`config.mk`:
```
export PLATFORM = sky130hd
export DESIGN_NAME = tx_repeater_fifo
export DESIGN_NICKNAME = d
export VERILOG_FILES = /design/src/rtl/tx_repeater_fifo.sv
export SDC_FILE = /design/constraint.sdc
export NUM_CORES = 1
export LEC_CHECK = 0
export CORE_MARGIN = 5
export CORE_UTILIZATION = 50
export CTS_CLUSTER_SIZE = 28
export DETAILED_ROUTE_END_ITERATION = 16
export PLACE_DENSITY = 0.68
export SYNTH_ARGS = -nofsm -noshare
export SYNTH_HDL_FRONTEND = slang
export SYNTH_SLANG_ARGS = --single-unit
```
`constraint.sdc`:
```
create_clock -name clk -period 3.6 [get_ports clk]
set_input_delay 0.72 -clock clk [delete_from_list [all_inputs] [get_ports clk]]
set_output_delay 0.72 -clock clk [all_outputs]
set_load 0.02 [all_outputs]
```
`src/rtl/tx_repeater_fifo.sv`:
```
// UART loopback repeater: each received word plus INC is buffered in a FIFO and paced out to
// the transmitter. Define TX_REPEATER_STATS_EN to add the rx_cnt/tx_cnt statistics ports.
module tx_repeater_fifo #(
   parameter int unsigned DATA_W       = 8,
   parameter int unsigned DEPTH        = 16,
   parameter int unsigned INC          = 1,
   parameter int unsigned GAP_CYCLES   = 0,
   parameter int unsigned DONE_TIMEOUT = 65535
) (
   input  logic                   clk,
   input  logic                   rst,
   input  logic                   Rx_valid,
   input  logic [DATA_W-1:0]      Rx_data,
   output logic                   iTx_DV,
   output logic [DATA_W-1:0]      tx_data,
   input  logic                   o_Tx_Done,
   output logic [$clog2(DEPTH):0] fifo_count,
   output logic                   overflow,
   output logic                   tx_timeout
`ifdef TX_REPEATER_STATS_EN
   ,
   output logic [15:0]            rx_cnt,
   output logic [15:0]            tx_cnt
`endif
);

   localparam int unsigned AW = $clog2(DEPTH);
   localparam int unsigned CW = AW + 1;
   localparam int unsigned TW = (DONE_TIMEOUT > 1) ? $clog2(DONE_TIMEOUT) : 1;
   localparam int unsigned GW = (GAP_CYCLES > 1) ? $clog2(GAP_CYCLES) : 1;

   localparam logic [CW-1:0]     DEPTH_C  = CW'(DEPTH);
   localparam logic [DATA_W-1:0] INC_C    = DATA_W'(INC);
   // Counters hold "cycles remaining after this one", so they load N-1 and expire at zero.
   localparam logic [TW-1:0]     TMO_LOAD = TW'(DONE_TIMEOUT - 1);
   localparam logic [GW-1:0]     GAP_LOAD = GW'(GAP_CYCLES - 1);

   typedef enum logic [1:0] {
      S_IDLE  = 2'd0,
      S_ISSUE = 2'd1,
      S_WAIT  = 2'd2,
      S_GAP   = 2'd3
   } state_t;

   state_t              state_q, state_d;
   logic [DATA_W-1:0]   mem_q [DEPTH];
   logic [AW-1:0]       wr_ptr_q, wr_ptr_d;
   logic [AW-1:0]       rd_ptr_q, rd_ptr_d;
   logic [CW-1:0]       count_q, count_d;
   logic [TW-1:0]       tmo_q, tmo_d;
   logic [GW-1:0]       gap_q, gap_d;
   logic                dv_q, dv_d;
   logic [DATA_W-1:0]   txd_q, txd_d;
   logic                ovf_q, ovf_d;
   logic                to_q, to_d;
   logic                push, pop;

   // The FIFO pops during the ISSUE clock, which frees a slot for a same-clock push when full.
   always_comb begin
      pop      = (state_q == S_ISSUE);
      push     = Rx_valid && ((count_q < DEPTH_C) || pop);
      wr_ptr_d = push ? wr_ptr_q + 1'b1 : wr_ptr_q;
      rd_ptr_d = pop  ? rd_ptr_q + 1'b1 : rd_ptr_q;
      count_d  = count_q + CW'(push) - CW'(pop);
      ovf_d    = ovf_q | (Rx_valid & ~push);
   end

   always_comb begin
      state_d = state_q;
      tmo_d   = tmo_q;
      gap_d   = gap_q;
      to_d    = to_q;
      txd_d   = txd_q;
      case (state_q)
         S_IDLE: begin
            if (count_q != '0) begin
               state_d = S_ISSUE;
               txd_d   = mem_q[rd_ptr_q];
            end
         end
         S_ISSUE: begin
            state_d = S_WAIT;
            tmo_d   = TMO_LOAD;
         end
         S_WAIT: begin
            if (o_Tx_Done) begin
               if (GAP_CYCLES != 0) begin
                  state_d = S_GAP;
                  gap_d   = GAP_LOAD;
               end else begin
                  state_d = S_IDLE;
               end
            end else if (tmo_q == '0) begin
               // Word is given up as lost; no retry.
               to_d    = 1'b1;
               state_d = S_IDLE;
            end else begin
               tmo_d = tmo_q - 1'b1;
            end
         end
         S_GAP: begin
            if (gap_q == '0) state_d = S_IDLE;
            else             gap_d   = gap_q - 1'b1;
         end
         default: state_d = S_IDLE;
      endcase
      dv_d = (state_d == S_ISSUE);
   end

   always_ff @(posedge clk) begin
      if (rst) begin
         state_q  <= S_IDLE;
         wr_ptr_q <= '0;
         rd_ptr_q <= '0;
         count_q  <= '0;
         tmo_q    <= '0;
         gap_q    <= '0;
         dv_q     <= 1'b0;
         txd_q    <= '0;
         ovf_q    <= 1'b0;
         to_q     <= 1'b0;
      end else begin
         state_q  <= state_d;
         wr_ptr_q <= wr_ptr_d;
         rd_ptr_q <= rd_ptr_d;
         count_q  <= count_d;
         tmo_q    <= tmo_d;
         gap_q    <= gap_d;
         dv_q     <= dv_d;
         txd_q    <= txd_d;
         ovf_q    <= ovf_d;
         to_q     <= to_d;
      end
   end

   always_ff @(posedge clk) begin
      if (!rst && push) mem_q[wr_ptr_q] <= Rx_data + INC_C;
   end

   assign iTx_DV     = dv_q;
   assign tx_data    = txd_q;
   assign fifo_count = count_q;
   assign overflow   = ovf_q;
   assign tx_timeout = to_q;

`ifdef TX_REPEATER_STATS_EN
   logic [15:0] rx_cnt_q, tx_cnt_q;

   // Counts every received pulse, including words dropped on overflow.
   always_ff @(posedge clk) begin
      if (rst) begin
         rx_cnt_q <= '0;
         tx_cnt_q <= '0;
      end else begin
         if (Rx_valid) rx_cnt_q <= rx_cnt_q + 16'd1;
         if (dv_q)     tx_cnt_q <= tx_cnt_q + 16'd1;
      end
   end

   assign rx_cnt = rx_cnt_q;
   assign tx_cnt = tx_cnt_q;
`endif

endmodule

```
* After elaboration in Yosys (flattened, before gate mapping)
Memories as Yosys holds them, arrays and structs flattened. A register that Yosys moved wholly into a read port is not among the register bits. Index checks and enable logic that the tools add are counted. Widths: inputs -> output; s select.
Storage, ports and cells: register bits 35, RAM bits 128, input port bits 12, logic and storage cells 50, memories kept 1
Operators by class: add/sub/neg operators 7, magnitude comparators 1, equal/unequal tests 6, multiplexer cells 11, bitwise operators 4, reduce and logical (&&, ||, !) cells 11
Memory list:
- mem_q | depth 16, width 8, rd ports 1, clocked after memory_dff 1, wr ports 1, RTL line 46 | logic [DATA_W-1:0] mem_q [DEPTH];
Operator list (count):
- $mux 16 | 2
- $pmux 16 s2 | 1
- $logic_not 16->1 | 1
- $sub 16x1->16 const B | 1
- $add 4x1->4 const B | 2
- $add 8x1->8 const B | 1
- $mux 2 | 4
- $pmux 2 s4 | 1
- $reduce_and 3->1 | 2
- $add 5x1->5 | 1
- $lt 5x5->1 const B | 1
- $reduce_bool 5->1 | 1
- $sub 5x1->5 | 1
- $eq 2x1->1 const B | 2
- $eq 2x2->1 const B | 2
- $ne 2x2->1 const B | 2
- $mux 1 | 3
- $logic_and 1x1->1 | 2
- $logic_not 2->1 | 1
- $not 1->1 | 2
- $reduce_and 2->1 | 1
- $reduce_bool 2->1 | 1
- $and 1x1->1 | 1
- $logic_not 1->1 | 1
- other kinds (3) | 3

* Depth between registers and ports, before layout
Gate-level depths: netlist of run 1.
depth after elaboration 6, gate-level depth with buffers 13, gate-level depth less buffers 12

* Worst setup path before layout of run 1
OpenSTA, ideal clock, no wires.
path kind input -> register, start point input port Rx_valid, end point register count_q[4], in the netlist fifo_count[4], arrival time 2.462 ns, data required time 3.483 ns, setup slack 1.021 ns, stages 11, buffers on the path 0, cell sequence a21boi_1 -> inv_1 -> ha_1 -> inv_1 -> ha_1 -> inv_1 -> fa_1 -> nor2b_1 -> o21bai_1 -> a21oi_1 -> nor3b_1
Between the ends: cells in the longest elaborated chain, start to end 3
Ends and longest elaborated chain:
- from (decl) | RTL line 12 | input logic Rx_valid,
- $logic_and 1x1->1 | RTL line 61 | push = Rx_valid && ((count_q < DEPTH_C) || pop);
- $add 5x1->5 | RTL line 64 | count_d = count_q + CW'(push) - CW'(pop);
- $sub 5x1->5 | RTL line 64
- to (signal assigned) | RTL line 126 | count_q <= count_d;
- to (decl) | RTL line 49 | logic [CW-1:0] count_q, count_d;
No other way between the ends. A chain may end at the register's enable or synchronous reset.

* Worst setup path in the final report of run 1
Ends and elaborated chain as after synthesis.

==> results of run 1 <==
[critical path: cells and delay by family]
family | cells | cell delay [ns]
compound gates | 3 | 0.47
fa+ha+maj | 3 | 0.84
buf+inv | 4 | 0.76
simple gates | 2 | 0.23
[path summary, 6_finish.rpt]
kind / startpoint / to / slack, ns / depth (start not counted)
max: Rx_valid / fifo_count[4] / 0.89 / 12
min: overflow / overflow / 0.46 / 2
max reg2reg: state_q[1] / fifo_count[4] / 1.24 / 12
min reg2reg: overflow / overflow / 0.46 / 2
[cell usage in the layout, fill, tap and decap left out, types with 4 or more instances in the layout]
cell,instances
a21oi_1,6
a22oi_1,7
a31oi_1,8
and4_1,4
buf_4,30
clkbuf_16,17
clkdlybuf4s50_1,27
dfxtp_1,41
edfxtp_1,128
ha_1,14
inv_1,17
inv_6,5
mux2i_1,9
mux4_2,32
nand2_1,16
nand2b_1,9
nand3_1,6
nand4_1,4
nor2_1,37
nor3_1,9
nor4_1,5
nor4b_1,4
o21ai_0,5
o221ai_1,7
o31ai_1,7
or3_1,4
or4_1,7
xnor2_1,7
xor2_1,6
[flip-flops by register name (all words and copies together) (netlist names)]
register    flops
fifo_count      5
tmo_q          16
rd_ptr_q        4
overflow        1
mem_q         128
tx_timeout      1
state_q         2
wr_ptr_q        4
tx_data         8
iTx_DV          1
[kinds of logic after synthesis]
| group | count (synthesis) |
|---|---|
| AO/OA/AOI/OAI | 61 |
| XOR/XNOR | 13 |
| adder cells (fa/ha/maj) | 15 |
| buffers and inverters | 37 |
| flip-flops | 170 |
| multiplexers | 42 |
| AND/OR/NAND/NOR | 125 |
[metal layers]
layer  share of wire [%]  track usage (%)
met1                  42             24.5
met2                  51             30.6
met3                 4.7             4.70
met4                 1.9             6.98
met5                   0                0
[layout make-up]
type                       instances  area, sq um
inverter                          17         63.8
fill                            1045         5590
multi-input combinational        256         2260
tap                              180          225
sequential                       170         4690
clock inverter                    15          184
timing repair buffer              57          495
clock buffer                      17          425
[power breakdown]
group	internal (mW)	switching, mW	leakage [nW]
logic	0.809	0.947	0.981
clock network	1.05	0.809	0.294
registers	2.31	0.209	1.50
total	4.17	1.96	2.77
==> results.py, run 1 <==
metrics = {
    "run_status": {
        "outcome": "finished, final reports clean",
    },
    "critical_path": {
        "crit_fanout": 4,
        "crit_slowest_cell": "clkdlybuf4s50_1",
        "crit_top_cell": "inv_1",
        "max_stage_delay_ns": 0.55,
        "cp-end-kind": "flop",
        "worst_ep_required_time_ns": 3.90,
        "crit_type": "in -> reg",
        "crit_chain": "clkdlybuf4s50_1 -> a21boi_1 -> inv_1 -> ha_1 -> inv_1 -> ha_1 -> inv_1 -> fa_1 -> nor2b_1 -> o21bai_1 -> a21oi_1 -> nor3b_1",
        "cp-start-kind": "primary input",
        "worst_ep_arrival_time_ns": 3.02,
    },
    "timing": {
        "worstMarginPinSlew_ns": 1.23,
        "fin_crit_sh_pct": 75.4,
        "holdWs_ns": 0.462,
        "hold_viol_final": 0,
        "rsz0062_at_grt": "false",
        "worst_slack_ns": 0.886,
        "relSlewSlack_pct": 17.5,
        "finalCriticalPeriod_ns": 2.71,
        "fin_tns_setup_ns": 0,
        "setup_viol": 0,
        "drv_slew": 0,
        "skew_ns": 0.0125,
        "max_freq_ghz": 0.368,
    },
    "floorplan": {
        "io_pins": 28,
        "die-width_microns": 129,
        "rows": 43,
        "die_area_sq_mm": 0.0167,
        "initial_core_util_pct": 51.1,
        "core_sq_mm": 0.0139,
        "die_h_microns": 129,
    },
    "detailed_routing": {
        "wl_per_cell_microns": 20.6,
        "totalWireLength_mm": 14.6,
        "num_vias": 4272,
        "drc": 0,
        "drt_iter0_markers": 514,
        "final_antenna_net_count": 0,
        "drtPass1Iterations": 5,
        "post_drt_via_cell_ratio": 6.00,
    },
    "yosys": {
        "synth_area_sq_mm": 0.00712,
        "synth.area.top_cells": "edfxtp_1, dfxtp_1, mux4_2",
        "synth_seq_cells": 170,
        "synth.distinct_cells": 56,
        "synth-xor-area-share_pct": 1.60,
        "synth.largest_area_cell": "edfxtp_1",
        "ys.flop_type": "edfxtp_1",
        "muxShareOfSynthArea_pct": 11.5,
        "yosysMostFrequentCell": "edfxtp_1",
        "synth_fa_ha_area_share_pct": 2.74,
        "synthArstFlopShare_pct": 0,
        "synth_compound_area_share_pct": 6.33,
        "synthSimpleGateAreaFrac_pct": 9.59,
        "synth_warnings": 0,
        "synth_top_family_by_area": "multiplexers",
        "synth_seq_area_share_pct": 65.8,
        "synth_edf_count": 128,
        "syn_avg_cell_area_sq_um": 15.4,
        "synth.net_count": 490,
        "synth_top_area_share_pct": 54.0,
        "syn_inst": 463,
        "ys_top_cells_by_count": "edfxtp_1, dfxtp_1, nor2_1",
    },
    "place": {
        "io_buffer_count": 27,
        "dpl_cell_area_sq_mm": 0.00773,
        "hpwl_mm": 9.53,
        "place_congestion": 0.855,
        "placed_cells": 680,
        "place_ws_ns": 0.552,
    },
    "job": {
        "cap_violations": 0,
    },
    "finish": {
        "final_nets": 546,
        "finalNonFillerCells": 712,
        "antenna_cells": 0,
        "area_delta_synth_final_pct": 17.2,
        "layout-drive-gt1-share_pct": 19.7,
        "post-route-cell-area_sq_mm": 0.00834,
        "fin_util_pct": 59.9,
    },
    "power_and_ir_drop": {
        "leakage_nw": 2.77,
        "powerDensity_mw_per_mm2": 735,
        "finalPower_mw": 6.14,
        "vdd_ir_drop_max_uv": 405,
    },
    "grt": {
        "antenna_found_initial": 0,
        "grt_max_degree": 36,
        "grt_pass1_vias": 4301,
        "grt_pass1_wl_mm": 23.3,
        "grt_usage_pct": 18.8,
        "grt_overflow": 0,
    },
    "clocking": {
        "post-cts-setup-buffers": 0,
        "cts_max_path_buffers": 2,
        "root_buffer": "clkbuf_16",
        "cts_hold_buf": 0,
        "cts_tree": "done",
        "cts.htree.levels": 4,
        "numCtsBuffers": 17,
        "cts_resized": 0,
        "clock_sinks": 170,
        "cts.clk_slew.worst_paths_ns": 0.07,
        "clk_latency_ns": 0.43,
    },
    "min_path": {
        "hold_path_class": "reg -> reg",
    },
}
Power figures use the tool's default switching activity.
==> run 2, diff against run 1 <==
PLACE_DENSITY = 0.7   (was 0.68)
clock period = 2.2 ns   (was 3.6 ns; I/O delays follow)
==> results.py, run 2 (synthesized netlist as in run 1, its figures left out) <==
metrics = {
    "critical_path": {
        "worstReg2RegStart": "state_q[1]",
        "r2r_slack_ns": 0.07,
        "crit_type": "reg -> reg",
        "cp-end-kind": "flop",
        "worst_ep_arrival_time_ns": 2.43,
        "worst_ep_required_time_ns": 2.50,
        "cp-start-kind": "flop",
        "r2r_end": "fifo_count[4]",
        "rr_worst_depth": 12,
        "crit_fanout": 3,
    },
    "timing": {
        "skew_ns": 0.00665,
        "worstMarginPinSlew_ns": 1.13,
        "hold_viol_final": 0,
        "fin_tns_setup_ns": 0,
        "setup_viol": 0,
        "relSlewSlack_pct": 24.0,
        "finalCriticalPeriod_ns": 2.13,
        "fin_crit_sh_pct": 96.6,
        "max_freq_ghz": 0.470,
        "drv_slew": 0,
    },
    "grt": {
        "grt_overflow": 0,
        "grt_max_degree": 26,
        "grt_pass1_vias": 4432,
        "grt_usage_pct": 19.6,
        "grt_pass1_wl_mm": 24.4,
        "antenna_found_initial": 0,
    },
    "finish": {
        "seqCellArea_sq_mm": 0.00469,
        "final_cell_mix": "edfxtp_1, buf_4, dfxtp_1, nor2_1, mux4_2",
        "area_delta_synth_final_pct": 20.8,
        "post-route-cell-area_sq_mm": 0.00860,
        "multiInputGateArea_sq_mm": 0.00234,
        "largest_register_ffs": 128,
        "fillers": 1031,
        "top_register": "mem_q",
        "antenna_cells": 0,
        "final_nets": 568,
        "final_common_cell": "edfxtp_1",
        "layout-drive-gt1-share_pct": 25.6,
    },
    "detailed_routing": {
        "num_vias": 4317,
        "totalWireLength_mm": 15.1,
        "drt_iter0_markers": 417,
        "drtPass1Iterations": 5,
        "wl_per_cell_microns": 20.6,
        "final_antenna_net_count": 0,
        "post_drt_via_cell_ratio": 5.88,
        "drc": 0,
    },
    "floorplan": {
        "die_area_sq_mm": 0.0167,
        "initial_core_util_pct": 51.1,
        "die_h_microns": 129,
        "core_sq_mm": 0.0139,
        "io_pins": 28,
        "rows": 43,
        "die-width_microns": 129,
    },
    "place": {
        "io_buffer_count": 27,
        "dpl_cell_area_sq_mm": 0.00794,
        "place_congestion": 0.829,
        "hpwl_mm": 9.98,
    },
    "clocking": {
        "cts_tree": "done",
        "post-cts-setup-buffers": 0,
        "clock_sinks": 170,
        "root_buffer": "clkbuf_16",
        "cts_max_path_buffers": 2,
        "clk_latency_ns": 0.42,
        "cts.htree.levels": 4,
        "cts_hold_buf": 0,
        "cts.clk_slew.worst_paths_ns": 0.07,
        "numCtsBuffers": 17,
    },
    "power_and_ir_drop": {
        "powerDensity_mw_per_mm2": 1210,
        "leakage_nw": 2.92,
        "vdd_ir_drop_max_uv": 631,
    },
    "min_path": {
        "whs_endpoint": "overflow",
        "whs_path_depth": 4,
        "hold_path_class": "in -> reg",
        "min_from": "Rx_valid",
    },
    "job": {
        "cap_violations": 0,
    },
    "run_status": {
        "outcome": "finished, final reports clean",
    },
}
==> run 2: cell types whose count changed in the layout (fill, tap and decap cells not counted), moves of 2 or more <==
cell and change:
dfxtp_1 -2, inv_2 +3, inv_8 +2, ha_1 -2, buf_4 +21, inv_1 -3
xnor2_1 -2, ha_4 +2, dfxtp_2 +2, xnor2_2 +2
==> run 2: layer usage <==
metal | wire length (microns) | GRT usage (%) | share of wire [%] | vias up
met5 | 0 | 0 | 0 | -
met4 | 240 | 6.92 | 1.6 | 0
met3 | 1070 | 4.62 | 7.1 | 16
met2 | 7500 | 31.9 | 50 | 168
met1 | 6310 | 26.1 | 42 | 2138
li1 | - | - | - | 1995
==> run 2: layout make-up <==
cell class / count / area share [%]
repair buffers: 79 / 7.86
clock inverters: 15 / 2.10
multi-input cells: 256 / 27.2
clock buffers: 17 / 4.95
inverters: 17 / 0.742
flip-flops and latches: 170 / 54.5
well taps: 180 / 2.62
==> run 2: metrics by stage <==
stage	hold slack (ns)	worst slack [ns]	std cells	utilization (%)	power (mW)
after floorplan	0.485	-0.0106	463	-	6.20
after global placement	0.450	-0.389	702	57.0	7.19
after detailed placement	0.463	-0.534	702	57.0	7.31
after CTS	0.479	-0.0565	734	61.4	10.4
after global routing	0.516	-0.0179	734	61.7	10.9
final	0.450	0.0745	734	61.7	10.4
==> run 2: worst max-delay path: stages (launching register included) <==
cell and delay [ns]:
dfxtp_2 0.32, nand2b_4 0.16, a21boi_4 0.17, inv_2 0.06, ha_4 0.23, inv_2 0.06, ha_4 0.13, inv_2 0.04
fa_2 0.36, nor2b_2 0.15, o21bai_2 0.09, a21oi_2 0.19, nor3b_2 0.06
==> run 2: worst max-delay path by stage <==
stage | start | to | depth (start not counted)
after floorplan | state_q[1] | fifo_count[4] | 13
after global placement | Rx_valid | fifo_count[4] | 12
after detailed placement | Rx_valid | fifo_count[4] | 12
after CTS | Rx_valid | fifo_count[4] | 12
after global routing | state_q[1] | fifo_count[4] | 12
final | state_q[1] | fifo_count[4] | 12
==> run 2: repair_timing <==
item                                    in CTS  in global routing
gates resized for setup                      2                 10
pin swaps                                    0                  6
endpoints found under the setup margin      17                 17
==> run 2: where the power goes <==
group          internal, mW  total (mW)  leakage, nW  switching [mW]
logic                  1.54        3.25         1.13            1.71
clock network          1.72        3.04        0.293            1.32
registers              3.79        4.09         1.50           0.309
total                  7.04        10.4         2.92            3.34
==> run 3, diff against run 2 <==
SLEW_MARGIN = 20   (was unset)
==> results.py, run 3 (synthesized netlist as in run 1, its figures left out) <==
metrics = {
    "critical_path": {
        "worst_ep_arrival_time_ns": 2.43,
        "worst_ep_required_time_ns": 2.50,
        "crit_fanout": 3,
        "critPathBufInv": 3,
        "worst-path-stages": 12,
        "worstReg2RegStart": "state_q[1]",
        "rr_worst_depth": 12,
        "crit_chain": "nand2b_4 -> a21boi_4 -> inv_2 -> ha_4 -> inv_2 -> ha_4 -> inv_2 -> fa_2 -> nor2b_2 -> o21bai_2 -> a21oi_2 -> nor3b_2",
        "cp-start-kind": "flop",
        "crit_slowest_cell": "fa_2",
        "cp-startpoint": "state_q[1]",
        "critPathTopFamily": "adder cells",
        "crit_top_cell": "inv_2",
        "cp-end-kind": "flop",
        "max_stage_delay_ns": 0.36,
        "crit_type": "reg -> reg",
    },
    "grt": {
        "grt_usage_pct": 19.6,
        "grt_max_degree": 26,
        "grt_overflow": 0,
        "grt_pass1_vias": 4432,
        "antenna_found_initial": 0,
        "grt_pass1_wl_mm": 24.4,
    },
    "power_and_ir_drop": {
        "power_frac_seq_pct": 39.4,
        "switching_share_pct": 32.1,
        "power_frac_clock_pct": 29.3,
        "leakage_nw": 2.92,
        "p_sw_mw": 3.34,
        "share_comb_of_total_power_pct": 31.3,
        "finalPower_mw": 10.4,
        "vdd_ir_drop_max_uv": 630,
        "powerDensity_mw_per_mm2": 1210,
        "internal-power_mw": 7.05,
    },
    "job": {
        "cap_violations": 0,
    },
    "finish": {
        "layout-drive-gt1-share_pct": 26.0,
        "fin_util_pct": 61.8,
        "antenna_cells": 0,
        "final_common_cell": "edfxtp_1",
        "largest_register_ffs": 128,
        "final_cell_mix": "edfxtp_1, buf_4, dfxtp_1, nor2_1, mux4_2",
        "area_delta_synth_final_pct": 21.0,
        "finalNonFillerCells": 734,
        "final_nets": 568,
        "top_register": "mem_q",
    },
    "place": {
        "placed_cells": 702,
        "io_buffer_count": 27,
        "place_congestion": 0.829,
        "hpwl_mm": 9.98,
        "place_ws_ns": -0.534,
    },
    "timing": {
        "fin_crit_sh_pct": 96.6,
        "relSlewSlack_pct": 50.5,
        "finalCriticalPeriod_ns": 2.13,
        "skew_ns": 0.00677,
        "setup_viol": 0,
        "hold_viol_final": 0,
        "max_freq_ghz": 0.470,
        "worst_slack_ns": 0.0744,
        "worstMarginPinSlew_ns": 0.738,
        "drv_slew": 0,
    },
    "floorplan": {
        "initial_core_util_pct": 51.1,
        "die_h_microns": 129,
        "die_area_sq_mm": 0.0167,
        "core_sq_mm": 0.0139,
        "rows": 43,
        "die-width_microns": 129,
        "io_pins": 28,
    },
    "min_path": {
        "hold_path_class": "in -> reg",
        "whs_path_depth": 4,
        "min_from": "Rx_valid",
    },
    "clocking": {
        "clock_sinks": 170,
        "cts_max_path_buffers": 2,
        "cts.clk_slew.worst_paths_ns": 0.07,
        "numCtsBuffers": 17,
        "cts.htree.levels": 4,
        "clk_latency_ns": 0.42,
        "root_buffer": "clkbuf_16",
        "cts_tree": "done",
    },
    "detailed_routing": {
        "num_vias": 4331,
        "drt_iter0_markers": 407,
        "post_drt_via_cell_ratio": 5.90,
        "final_antenna_net_count": 0,
        "drc": 0,
        "drtPass1Iterations": 5,
        "totalWireLength_mm": 15.1,
        "wl_per_cell_microns": 20.6,
    },
    "run_status": {
        "outcome": "finished, final reports clean",
    },
}
-- run 3: cell counts in the layout (fill, tap and decap cells not counted) --
No cell type changed its count.
-- run 3: cell type report --
| type | count | area [sq um] |
|---|---|---|
| Fill cell | 1029 | 5320 |
| Sequential cell | 170 | 4690 |
| Multi-Input combinational cell | 256 | 2360 |
| Timing Repair Buffer | 79 | 676 |
| Clock buffer | 17 | 425 |
| Tap cell | 180 | 225 |
| Clock inverter | 15 | 180 |
| Inverter | 17 | 63.8 |
-- run 3: layer usage --
| metal | share of wire, % | routed length (microns) | global-route usage, % | vias to the layer above |
|---|---|---|---|---|
| met1 | 41 | 6220 | 26.1 | 2151 |
| li1 | - | - | - | 1993 |
| met3 | 7.2 | 1090 | 4.62 | 17 |
| met2 | 50 | 7580 | 31.9 | 170 |
| met5 | 0 | 0 | 0 | - |
| met4 | 1.7 | 255 | 6.92 | 0 |
-- run 3: tightest hold or removal path, stage by stage --
cell	delay (ns)
dlymetal6s2s_1	0.12
buf_4	0.13
a31oi_1	0.07
nor2_1	0.07
-- run 3: final timing paths --
| kind | endpoint | slack [ns] |
|---|---|---|
| worst max-delay path | fifo_count[4] | 0.07 |
| worst min-delay path | overflow | 0.45 |
| worst max register to register | fifo_count[4] | 0.07 |
| worst min register to register | tx_timeout | 0.48 |
-- run 3: stage by stage --
step                area (sq um)  setup TNS (ns)  hold slack (ns)
CTS                         8560         -0.0565            0.479
floorplan                   7150         -0.0106            0.485
global placement            7940          -12.01            0.450
global route                8610         -0.0179            0.516
detailed placement          7940          -23.08            0.463
finish                      8610               0            0.449
-- run 3: timing repair --
item	4_1_cts	5_1_grt
setup buffers	0	0
pin swaps	0	6
resized for setup	2	9
hold buffers	0	0
setup endpoints to repair	17	1
hold endpoints to repair	0	0
-- run 3: power groups by stage --
stage                     registers, mW  clock network (mW)  logic (mW)
after floorplan                    4.20                   0        2.00
after global placement             4.14                   0        3.06
after detailed placement           4.15                   0        3.16
after CTS                          4.09                3.08        3.20
after global routing               4.14                3.22        3.54
final                              4.09                3.04        3.25
